`config.mk`:
```
export PLATFORM = sky130hd
export DESIGN_NAME = ddr3_app_arbiter
export DESIGN_NICKNAME = d
export VERILOG_FILES = /design/src/rtl/ddr3_app_pkg.sv /design/src/rtl/ddr3_app_arbiter_rr_arb2.sv /design/src/rtl/ddr3_app_arbiter.sv
export SDC_FILE = /design/constraint.sdc
export NUM_CORES = 1
export LEC_CHECK = 0
export ABC_AREA = 1
export CORE_AREA = 2 2 372 374
export CTS_CLUSTER_SIZE = 10
export DETAILED_ROUTE_END_ITERATION = 10
export DIE_AREA = 0 0 374 376
export GPL_TIMING_DRIVEN = 0
export HOLD_SLACK_MARGIN = 0.12
export PLACE_DENSITY = 0.37
export SYNTH_ARGS = -nofsm -noshare
export SYNTH_HDL_FRONTEND = slang
export SYNTH_SLANG_ARGS = --single-unit
```
`constraint.sdc`:
```
create_clock -name clk -period 1.7 [get_ports clk]
set_input_delay 0.255 -clock clk [delete_from_list [all_inputs] [get_ports clk]]
set_output_delay 0.255 -clock clk [all_outputs]
set_load 0.01 [all_outputs]
```
`src/rtl/ddr3_app_pkg.sv`:
```
// Shared definitions for the DDR3 app-port arbiter: command codes, the
// sequencer state encoding and the default port widths.
package ddr3_app_pkg;

    localparam int DEF_ADDR_W  = 28;
    localparam int DEF_DATA_W  = 128;
    localparam int DEF_BURST_W = 6;

    localparam logic [2:0] CMD_WR = 3'd0;
    localparam logic [2:0] CMD_RD = 3'd1;

    typedef enum logic [1:0] {
        ST_IDLE    = 2'd0,
        ST_CMD     = 2'd1,
        ST_WR_DATA = 2'd2,
        ST_RD_WAIT = 2'd3
    } state_e;

    function automatic logic cmd_legal(input logic [2:0] c);
        return (c == CMD_WR) || (c == CMD_RD);
    endfunction

endpackage

```
`src/rtl/ddr3_app_arbiter_rr_arb2.sv`:
```
// Two-way round-robin grant: a tie goes to the port that did not win last;
// the last-winner register only moves when the grant is actually accepted.
module rr_arb2
    import ddr3_app_pkg::*;
(
    input  logic       clk,
    input  logic       rst,
    input  logic [1:0] req,
    input  logic       accept,
    output logic [1:0] grant
);

    logic last_r;

    // Grant decode from the live requests and the last winner.
    always_comb begin
        grant = 2'b00;
        case (req)
            2'b01:   grant = 2'b01;
            2'b10:   grant = 2'b10;
            2'b11:   grant = last_r ? 2'b01 : 2'b10;
            default: grant = 2'b00;
        endcase
    end

    // Last-winner pointer; resets to 1 so port 0 takes the first tie.
    always_ff @(posedge clk) begin
        if (rst) begin
            last_r <= 1'b1;
        end else if (accept) begin
            last_r <= grant[1];
        end else begin
            last_r <= last_r;
        end
    end

endmodule

```
`src/rtl/ddr3_app_arbiter.sv`:
```
// Two-requester arbiter/sequencer for the DDR3 controller app port. One
// transaction is in flight at a time, so read beats always belong to owner_r.
module ddr3_app_arbiter
    import ddr3_app_pkg::*;
#(
    parameter int ADDR_W  = DEF_ADDR_W,
    parameter int DATA_W  = DEF_DATA_W,
    parameter int MASK_W  = DATA_W / 8,
    parameter int BURST_W = DEF_BURST_W
) (
    input  logic               clk,
    input  logic               rst,
    input  logic               p0_req_valid,
    output logic               p0_req_ready,
    input  logic [2:0]         p0_req_cmd,
    input  logic [ADDR_W-1:0]  p0_req_addr,
    input  logic [BURST_W-1:0] p0_req_burst,
    input  logic               p0_wdata_valid,
    output logic               p0_wdata_ready,
    input  logic [DATA_W-1:0]  p0_wdata,
    input  logic [MASK_W-1:0]  p0_wmask,
    output logic               p0_rvalid,
    output logic               p0_rlast,
    output logic [DATA_W-1:0]  p0_rdata,
    input  logic               p1_req_valid,
    output logic               p1_req_ready,
    input  logic [2:0]         p1_req_cmd,
    input  logic [ADDR_W-1:0]  p1_req_addr,
    input  logic [BURST_W-1:0] p1_req_burst,
    input  logic               p1_wdata_valid,
    output logic               p1_wdata_ready,
    input  logic [DATA_W-1:0]  p1_wdata,
    input  logic [MASK_W-1:0]  p1_wmask,
    output logic               p1_rvalid,
    output logic               p1_rlast,
    output logic [DATA_W-1:0]  p1_rdata,
    input  logic               init_calib_complete,
    input  logic               cmd_ready,
    input  logic               wr_data_rdy,
    output logic               cmd_en,
    output logic [2:0]         cmd,
    output logic [ADDR_W-1:0]  addr,
    output logic [BURST_W-1:0] app_burst_number,
    output logic               wr_data_en,
    output logic               wr_data_end,
    output logic [DATA_W-1:0]  wr_data,
    output logic [MASK_W-1:0]  wr_data_mask,
    input  logic               rd_data_valid,
    input  logic [DATA_W-1:0]  rd_data,
    output logic               err
);

    state_e             state_r;
    logic               owner_r;
    logic [2:0]         cmd_r;
    logic [ADDR_W-1:0]  addr_r;
    logic [BURST_W-1:0] burst_r;
    logic [BURST_W-1:0] cnt_r;
    logic               err_r;

    logic [1:0]         arb_req_s;
    logic [1:0]         grant_s;
    logic               accept_s;
    logic [2:0]         sel_cmd_s;
    logic               owner_wvalid_s;
    logic               cmd_en_s;
    logic               wr_fire_s;
    logic               wr_path_s;
    logic               rd_beat_s;
    logic               rd_last_s;
    logic               err_set_s;

    // Grants are only offered while idle and calibrated.
    assign arb_req_s = (state_r == ST_IDLE && init_calib_complete)
                       ? {p1_req_valid, p0_req_valid} : 2'b00;
    assign accept_s  = |grant_s;
    assign sel_cmd_s = grant_s[1] ? p1_req_cmd : p0_req_cmd;
    assign owner_wvalid_s = owner_r ? p1_wdata_valid : p0_wdata_valid;

    rr_arb2 u_rr_arb2 (
        .clk    (clk),
        .rst    (rst),
        .req    (arb_req_s),
        .accept (accept_s),
        .grant  (grant_s)
    );

    // Per-state handshake decode toward the controller and the owner port.
    always_comb begin
        cmd_en_s  = 1'b0;
        wr_fire_s = 1'b0;
        wr_path_s = 1'b0;
        rd_beat_s = 1'b0;
        rd_last_s = 1'b0;
        case (state_r)
            ST_CMD: begin
                if (cmd_r == CMD_RD) begin
                    cmd_en_s = cmd_ready;
                end else begin
                    wr_path_s = 1'b1;
                    wr_fire_s = cmd_ready & wr_data_rdy & owner_wvalid_s;
                    cmd_en_s  = wr_fire_s;
                end
            end
            ST_WR_DATA: begin
                wr_path_s = 1'b1;
                wr_fire_s = wr_data_rdy & owner_wvalid_s;
            end
            ST_RD_WAIT: begin
                rd_beat_s = rd_data_valid;
                rd_last_s = rd_data_valid & (cnt_r == burst_r);
            end
            default: begin
                cmd_en_s = 1'b0;
            end
        endcase
    end

    assign err_set_s = (accept_s & ~cmd_legal(sel_cmd_s))
                     | (rd_data_valid & (state_r != ST_RD_WAIT));

    // Sequencer state, latched command fields, beat counter and sticky error.
    always_ff @(posedge clk) begin
        if (rst) begin
            state_r <= ST_IDLE;
            owner_r <= 1'b0;
            cmd_r   <= 3'd0;
            addr_r  <= '0;
            burst_r <= '0;
            cnt_r   <= '0;
            err_r   <= 1'b0;
        end else begin
            err_r <= err_r | err_set_s;
            case (state_r)
                ST_IDLE: begin
                    if (accept_s && cmd_legal(sel_cmd_s)) begin
                        owner_r <= grant_s[1];
                        cmd_r   <= sel_cmd_s;
                        addr_r  <= grant_s[1] ? p1_req_addr  : p0_req_addr;
                        burst_r <= grant_s[1] ? p1_req_burst : p0_req_burst;
                        cnt_r   <= '0;
                        state_r <= ST_CMD;
                    end
                end
                ST_CMD: begin
                    if (cmd_en_s) begin
                        if (cmd_r == CMD_RD) begin
                            state_r <= ST_RD_WAIT;
                        end else begin
                            cnt_r   <= BURST_W'(1);
                            state_r <= (burst_r == '0) ? ST_IDLE : ST_WR_DATA;
                        end
                    end
                end
                ST_WR_DATA: begin
                    if (wr_fire_s) begin
                        if (cnt_r == burst_r) begin
                            state_r <= ST_IDLE;
                        end else begin
                            cnt_r <= cnt_r + BURST_W'(1);
                        end
                    end
                end
                ST_RD_WAIT: begin
                    if (rd_data_valid) begin
                        if (cnt_r == burst_r) begin
                            state_r <= ST_IDLE;
                        end else begin
                            cnt_r <= cnt_r + BURST_W'(1);
                        end
                    end
                end
                default: begin
                    state_r <= ST_IDLE;
                end
            endcase
        end
    end

    assign p0_req_ready     = grant_s[0];
    assign p1_req_ready     = grant_s[1];
    assign p0_wdata_ready   = wr_fire_s & ~owner_r;
    assign p1_wdata_ready   = wr_fire_s &  owner_r;
    assign p0_rvalid        = rd_beat_s & ~owner_r;
    assign p1_rvalid        = rd_beat_s &  owner_r;
    assign p0_rlast         = rd_last_s & ~owner_r;
    assign p1_rlast         = rd_last_s &  owner_r;
    assign p0_rdata         = rd_data;
    assign p1_rdata         = rd_data;
    assign cmd_en           = cmd_en_s;
    assign cmd              = cmd_r;
    assign addr             = addr_r;
    assign app_burst_number = burst_r;
    assign wr_data_en       = wr_fire_s;
    assign wr_data_end      = wr_fire_s;
    // Write data is zeroed outside the write path so idle outputs read 0.
    assign wr_data          = wr_path_s ? (owner_r ? p1_wdata : p0_wdata) : '0;
    assign wr_data_mask     = wr_path_s ? (owner_r ? p1_wmask : p0_wmask) : '0;
    assign err              = err_r;

endmodule

```
==> impl_metrics.py, run 1 <==
metrics = {
    "finish": {
        "layout-area-overhead-vs-synth_pct": 213,
        "fillers": 15700,
        "fin_area_um2": 20100,
        "drive_gt1_share_pct": 39.6,
        "final_util_pct": 14.7,
        "final_nets": 2497,
    },
    "logic_synthesis": {
        "netlist_area_um2": 6430,
        "ys_seq_elements": 48,
        "syn-mean-instance-area_um2": 5.83,
        "yosysTopAreaCell": "buf_4",
        "synth_top_area_share_pct": 30.6,
        "syn_inst": 1104,
        "yosys-top-cells-area": "buf_4 (31%), nand2_1 (23%), dfxtp_1 (15%), a21oi_1 (12%), a31oi_1 (3.4%)",
        "ys_seq_area_share_pct": 14.9,
        "synth_fp_nets": 1609,
        "synthDistinctLibCells": 30,
        "yosysWarningCount": 0,
    },
    "sta": {
        "hold_violations": 0,
        "finalSetupTns_ns": -99.52,
        "timing.final.ws_setup_ns": -0.772,
        "fin_crit_sh_pct": 145,
        "max_slew_margin_pct": 64.3,
        "hold_ws_ns": 0.472,
        "maxSlewViolCount": 0,
        "rsz0062_at_grt": "true",
        "worstMarginPinSlew_ns": 0.534,
        "period_minus_slack_ns": 2.47,
        "setup_viol": 200,
        "fmax_mhz": 405,
        "fin_worst_skew_ns": 0.0130,
    },
    "global_route": {
        "overflow": 0,
        "antenna_found_initial": 21,
        "grt_pass1_wl_um": 112000,
        "grt_pass1_vias": 10900,
        "grt_start_max_net_pins": 16,
        "grt_usage_pct": 12.1,
    },
    "critical_path": {
        "r2r_start": "state_r[1]$_SDFFE_PP0P_",
        "crit_required_ns": 1.44,
        "rr_worst_depth": 14,
        "crit_path_start": "state_r[0]$_SDFFE_PP0P_",
        "rrSetupSlack_ns": -0.34,
        "timing.rr.end": "addr[4]$_SDFFE_PP0P_",
        "critPathMaxFanout": 6,
        "crit_type": "reg -> out",
        "worstSetupEndpoint": "wr_data[126]",
        "end_kind": "output port",
        "startpoint_type": "flop",
        "cp_data_arrival_time_ns": 2.22,
    },
    "drt": {
        "drc_errors": 0,
        "wl_per_cell_um": 23.8,
        "first_pass_iters": 4,
        "initialDrtViolationCount": 396,
        "routed_wirelength_um": 90100,
        "num_vias": 10700,
        "viasPerCell": 2.82,
        "antenna_left": 0,
    },
    "run": {
        "max-cap-violations": 0,
    },
    "clocking": {
        "htreeDepth": 2,
        "numClockSinks": 48,
        "clk_transition_reported_paths_ns": 0.09,
        "numCtsBuffers": 5,
        "clk_latency_ns": 0.33,
        "clockBufferDepth": 2,
        "cts_hold_buf": 0,
        "tritoncts": "yes",
        "clockRootBuffer": "clkbuf_16",
    },
    "power": {
        "cellLeakagePower_nw": 7.78,
        "p_total_mw": 13.7,
        "pwr_density_cell_nw_per_um2": 680,
        "ir_worst_vdd_uv": 347,
    },
    "floorplanning": {
        "die_h_um": 376,
        "initial_core_util_pct": 4.71,
        "io_pins": 949,
        "fp-row-count": 136,
        "dieArea_um2": 141000,
        "die_x_um": 374,
        "design.core.area_um2": 137000,
    },
    "worst_hold_path": {
        "hold_path_class": "reg -> reg",
    },
    "placement": {
        "portBuffers": 820,
        "dpl.hpwl_um": 79200,
        "place_congestion": 0.894,
        "postPlaceCellArea_um2": 17200,
    },
    "status": {
        "violations": "setup timing",
        "outcome": "finished, violations left",
    },
}
==> power breakdown <==
group	leakage [nW]	internal, mW	switching, mW
clock	0.0871	0.744	0.621
combinational	7.30	5.22	5.58
sequential	0.401	1.31	0.204
total	7.78	7.28	6.41
==> critical path: stages, from the launching register on <==
cell and delay, ns:
dfxtp_4 0.39, inv_4 0.05, ha_4 0.26, inv_2 0.04
a21oi_4 0.14, buf_12 0.15, inv_16 0.05, buf_16 0.18
buf_16 0.16, a21oi_4 0.26, buf_6 0.16
==> synth_stat cells <==
master	instances
inv_1	26
a21oi_1	151
clkinv_1	1
nand2_4	2
a31oi_1	35
nand3_1	14
xor2_1	3
buf_1	6
nor4_1	2
buf_2	5
clkinv_2	1
nor2_8	1
nor2_2	1
o21ai_1	11
nand2_2	3
ha_1	5
nand3_4	1
dfxtp_1	48
nand2_1	400
nand4_1	3
nor2_1	27
nand4_2	1
o211ai_1	1
nand3b_1	3
clkbuf_1	50
a21oi_4	1
nor3_1	7
o21ai_0	30
buf_4	262
inv_2	3
==> stage by stage <==
stage	worst slack [ns]	cells
after floorplan	-0.0150	1104
after global placement	-2.67	3718
after detailed placement	-2.49	3718
after CTS	-0.748	3767
after global routing	-0.787	3787
final	-0.772	3791
==> metal layers <==
layer	vias to the layer above	global-route usage [%]	share of wire (%)
met5	-	0	0.073
met1	5043	14.9	42
met2	519	20.5	48
li1	5081	-	-
met3	43	4.38	8.7
met4	10	1.60	1.4
==> area by class of cell <==
cell class                 instances  area (um^2)  area share, %
buffer                           321         2750           13.7
timing repair inverter             2         50.0          0.249
multi-input combinational        702         4780           23.7
timing repair buffer             881         8940           44.4
clock inverter                     2         38.8          0.193
inverter                          31          179          0.888
antenna                            4         10.0         0.0497
clock buffer                       6          139          0.690
tap                             1794         2240           11.1
sequential                        48         1000           4.98
==> how the worst min path moves through the flow <==
stage                               start                                to  slack [ns]  depth (start not counted)
floorplan                             rst             cnt_r[5]$_SDFFE_PP0P_        0.32                          1
global placement      cmd[1]$_SDFFE_PP0P_               cmd[1]$_SDFFE_PP0P_        0.48                          2
detailed placement  cnt_r[5]$_SDFFE_PP0P_             cnt_r[5]$_SDFFE_PP0P_        0.49                          2
CTS                       p0_req_burst[5]  app_burst_number[5]$_SDFFE_PP0P_        0.47                          3
global route              p0_req_burst[5]  app_burst_number[5]$_SDFFE_PP0P_        0.50                          3
finish              cnt_r[5]$_SDFFE_PP0P_             cnt_r[5]$_SDFFE_PP0P_        0.47                          2
==> repair_timing <==
| action | CTS | global route |
|---|---|---|
| setup endpoints to repair | 210 | 204 |
| gates resized for setup | 1148 | 247 |
| pin swaps | 10 | 16 |
| endpoints found under the hold margin | 0 | 0 |
| setup buffers | 34 | 24 |
| gates cloned | 8 | 6 |
==> state kept, by name, indices dropped and copies added, names as in the netlist <==
register,flops
addr,28
app_burst_number,6
cmd,3
cnt_r,6
err,1
owner_r,1
state_r,2
u_rr_arb2.last_r,1
==> cells in the final DEF (no fill, tap or decap), types with 12 or more instances in the layout <==
cell type / count
clkbuf_16: 18
nand3_1: 12
dfxtp_1: 33
buf_2: 49
buf_8: 14
nor2_1: 20
a31oi_1: 29
o21ai_2: 25
a21oi_2: 56
a21oi_4: 86
buf_12: 26
clkbuf_4: 12
nand2_1: 384
nand2_2: 13
clkdlybuf4s50_1: 662
buf_4: 291
clkbuf_2: 20
buf_6: 98
inv_1: 20
==> cells by family (layout without fill, tap and decap cells) <==
kind of cell / count (synthesis) / after routing / synth area share [%]
simple gates: 465 / 465 / 28.9
buf+inv: 354 / 1243 / 36.1
compound gates: 229 / 229 / 18.7
flops: 48 / 48 / 14.9
fa+ha+maj: 5 / 5 / 0.973
xor+xnor: 3 / 3 / 0.409
other cells: 0 / 4 / 0
(Power assumes the default switching activity.)
==> run 2: changes to the inputs <==
--- a/config.mk
+++ b/config.mk
@@ -7,7 +7,7 @@
 export LEC_CHECK = 0
 export ABC_AREA = 1
 export CORE_AREA = 2 2 372 374
-export CTS_CLUSTER_SIZE = 10
+export CTS_CLUSTER_SIZE = 12
 export DETAILED_ROUTE_END_ITERATION = 10
 export DIE_AREA = 0 0 374 376
 export GPL_TIMING_DRIVEN = 0
==> results of run 2 <==
The final DEF is identical to that of run 1; final timing and power are the same.
==> run 3: changes to the inputs <==
--- a/config.mk
+++ b/config.mk
@@ -5,14 +5,14 @@
 export SDC_FILE = /design/constraint.sdc
 export NUM_CORES = 1
 export LEC_CHECK = 0
-export ABC_AREA = 1
-export CORE_AREA = 2 2 372 374
+export ABC_AREA = 0
+export CORE_AREA = 2 2 364 366
 export CTS_CLUSTER_SIZE = 12
 export DETAILED_ROUTE_END_ITERATION = 10
-export DIE_AREA = 0 0 374 376
+export DIE_AREA = 0 0 366 368
 export GPL_TIMING_DRIVEN = 0
 export HOLD_SLACK_MARGIN = 0.12
-export PLACE_DENSITY = 0.37
+export PLACE_DENSITY = 0.38
 export SYNTH_ARGS = -nofsm -noshare
 export SYNTH_HDL_FRONTEND = slang
 export SYNTH_SLANG_ARGS = --single-unit
==> run 3 against run 2 <==
The run still ends with setup timing left. Non-clock buffer count up 35. Synthesized area up 6.0%. Wire length down 5.9%. First-iteration DRC count down 36%. Register-to-register slack worse by 0.27 ns. Worst hold slack better by 0.035 ns. Worst setup slack better by 0.033 ns. Total power down 37%. Via count down 7.7%. Cell count down 5.0%. Sequential share of layout area down 0.12 points. Largest cell class unchanged. Largest power group unchanged.
==> impl_metrics.py, run 3 <==
metrics = {
    "finish": {
        "largest_reg_flops": 28,
        "fin_cells": 3601,
        "drive_gt1_share_pct": 44.8,
        "layout-area-overhead-vs-synth_pct": 197,
        "final_nets": 2342,
        "layout_common_cells": "clkdlybuf4s50_1 (667), buf_4 (307), buf_6 (118)",
        "fillers": 14900,
        "mostFrequentLayoutCell": "clkdlybuf4s50_1",
        "final_util_pct": 15.5,
    },
    "logic_synthesis": {
        "synth_edf_count": 0,
        "synth_common_cells": "buf_4 (259), nor2_1 (188), mux2i_1 (144), nand2_1 (76), dfxtp_1 (48)",
        "yosysTopAreaCell": "buf_4",
        "synth_top_area_share_pct": 28.5,
        "yosysWarningCount": 0,
        "syn_inst": 906,
        "ys_seq_area_share_pct": 14.1,
        "syn-mean-instance-area_um2": 7.53,
        "yosys-top-cells-area": "buf_4 (29%), mux2i_1 (21%), dfxtp_1 (14%), nor2_1 (10%), a311oi_2 (7.5%)",
        "netlist_area_um2": 6820,
        "synth_fp_nets": 1411,
        "synthDistinctLibCells": 48,
        "yosys.cell_count.top_type": "buf_4",
        "ys_seq_elements": 48,
        "async_reset_ff_share_pct": 0,
        "synthFlopType": "dfxtp_1",
    },
    "critical_path": {
        "rr_worst_depth": 10,
        "cp_data_arrival_time_ns": 2.18,
        "crit_required_ns": 1.44,
        "startpoint_type": "flop",
        "critPathMaxFanout": 5,
        "end_kind": "output port",
        "crit_type": "reg -> out",
        "crit_path_start": "state_r[1]$_SDFFE_PP0P_",
        "r2r_start": "state_r[1]$_SDFFE_PP0P_",
    },
    "sta": {
        "hold_ws_ns": 0.507,
        "worstMarginPinSlew_ns": 0.946,
        "fin_worst_skew_ns": 0.00969,
        "hold_violations": 0,
        "rsz0062_at_grt": "true",
        "fin_crit_sh_pct": 143,
        "max_slew_margin_pct": 36.9,
        "finalSetupTns_ns": -115.17,
        "period_minus_slack_ns": 2.44,
        "fmax_mhz": 410,
        "timing.final.ws_setup_ns": -0.739,
        "maxSlewViolCount": 0,
        "setup_viol": 203,
    },
    "power": {
        "internal_power_mw": 5.25,
        "sw_frac_of_total_pct": 39.1,
        "seq_power_share_pct": 15.6,
        "p_sw_mw": 3.38,
        "p_clk_share_pct": 12.4,
        "power_frac_comb_pct": 72.0,
        "pwr_density_cell_nw_per_um2": 426,
        "p_total_mw": 8.63,
        "cellLeakagePower_nw": 7.52,
        "ir_worst_vdd_uv": 424,
    },
    "drt": {
        "initialDrtViolationCount": 253,
        "m1WireLength_um": 33600,
        "num_vias": 9873,
        "wl_met2_um": 40600,
        "maxUsedRoutingLayer": "met5",
        "wl_per_cell_um": 23.5,
        "viasPerCell": 2.74,
        "routed_wirelength_um": 84800,
        "route.met3.wl_um": 9210,
        "antenna_left": 0,
        "first_pass_iters": 4,
        "drc_errors": 0,
    },
    "clocking": {
        "clockRootBuffer": "clkbuf_16",
        "clk_transition_reported_paths_ns": 0.08,
        "numCtsBuffers": 5,
        "clockBufferDepth": 2,
        "numClockSinks": 48,
        "clk_latency_ns": 0.31,
        "htreeDepth": 2,
        "tritoncts": "yes",
    },
    "floorplanning": {
        "dieArea_um2": 135000,
        "initial_core_util_pct": 5.21,
        "fp-row-count": 133,
        "die_x_um": 366,
        "io_pins": 949,
        "die_h_um": 368,
        "design.core.area_um2": 131000,
    },
    "global_route": {
        "grt_usage_pct": 11.7,
        "overflow": 0,
        "grt_pass1_wl_um": 105000,
        "grt_pass1_vias": 9979,
        "antenna_found_initial": 38,
        "grt_start_max_net_pins": 15,
    },
    "placement": {
        "place_congestion": 0.940,
        "portBuffers": 820,
        "dp_cells": 3481,
        "dpl.hpwl_um": 74400,
    },
    "run": {
        "max-cap-violations": 0,
    },
    "status": {
        "violations": "setup timing",
        "outcome": "finished, violations left",
    },
    "worst_hold_path": {
        "hp-start": "addr[17]$_SDFFE_PP0P_",
        "holdPathStages": 2,
        "hold_path_class": "reg -> reg",
    },
}
[run 3: cell count changes in the layout (fill, tap and decap cells not counted), sizes merged, moves of 8 or more]
cell and change:
clkbuf +9, a31oi -33, a311oi +36, mux2i +144
nor2 +159, buf +18, nand3 -8, nand2 -328
a21oi -144, o21ai -34, inv -20
[run 3: final cells by class]
| type | count | area [um^2] | area share (%) |
|---|---|---|---|
| Buffer | 312 | 2730 | 13.5 |
| Timing Repair Buffer | 925 | 9360 | 46.2 |
| Inverter | 8 | 40.0 | 0.198 |
| Clock inverter | 2 | 12.5 | 0.0617 |
| Sequential cell | 48 | 985 | 4.86 |
| Tap cell | 1755 | 2200 | 10.8 |
| Antenna cell | 9 | 22.5 | 0.111 |
| Multi-Input combinational cell | 537 | 4800 | 23.7 |
| Clock buffer | 5 | 125 | 0.617 |
[run 3: per-stage QoR]
stage                     cell area, um^2  setup WS (ns)
after global placement              17600          -1.93
after CTS                           18600         -0.883
after detailed placement            17600          -1.91
final                               20300         -0.739
after global routing                20300         -0.806
after floorplan                      7180         -0.236
[run 3: what timing repair did]
| action | 4_1_cts | 5_1_grt |
|---|---|---|
| setup buffers | 29 | 63 |
| pin swaps | 13 | 67 |
| setup endpoints to repair | 205 | 206 |
| gates resized for setup | 772 | 454 |
| hold buffers | 0 | 0 |
| cloned | 5 | 12 |
[run 3: final timing paths]
path                                              end  slack, ns
worst min register to register  addr[17]$_SDFFE_PP0P_       0.51
worst min-delay path            addr[17]$_SDFFE_PP0P_       0.51
worst max register to register  addr[25]$_SDFFE_PP0P_      -0.61
worst max-delay path                   p1_wdata_ready      -0.74
[run 3: logic make-up after synthesis]
family                   count (synthesis)  synth area share (%)
AO/OA/AOI/OAI                           70                  11.4
XOR/XNOR                                 6                 0.770
adder cells (fa/ha/maj)                  5                 0.917
buffers and inverters                  321                  32.5
flip-flops                              48                  14.1
multiplexers                           145                  21.3
AND/OR/NAND/NOR                        311                  19.0
[run 3: worst max-delay path, cell delays in order (launching register included)]
cell	delay (ns)
dfxtp_4	0.38
buf_4	0.11
ha_2	0.25
o21ai_4	0.08
buf_12	0.14
clkbuf_16	0.17
buf_6	0.12
nor3_4	0.24
buf_6	0.15
and2_4	0.13
buf_6	0.09
[run 3: power groups by stage]
| stage | Sequential (mW) | Clock (mW) | Combinational, mW |
|---|---|---|---|
| finish | 1.35 | 1.07 | 6.21 |
| global route | 1.36 | 1.16 | 6.58 |
| CTS | 1.34 | 1.12 | 5.51 |
| detailed placement | 1.35 | 0 | 5.01 |
| global placement | 1.35 | 0 | 5.04 |
| floorplan | 1.36 | 0 | 1.96 |
[run 3: per-layer routing]
| layer | vias to the layer above | global-route usage, % |
|---|---|---|
| met3 | 74 | 5.54 |
| met2 | 468 | 19.8 |
| met5 | - | 0 |
| li1 | 4674 | - |
| met4 | 22 | 1.72 |
| met1 | 4635 | 13.5 |
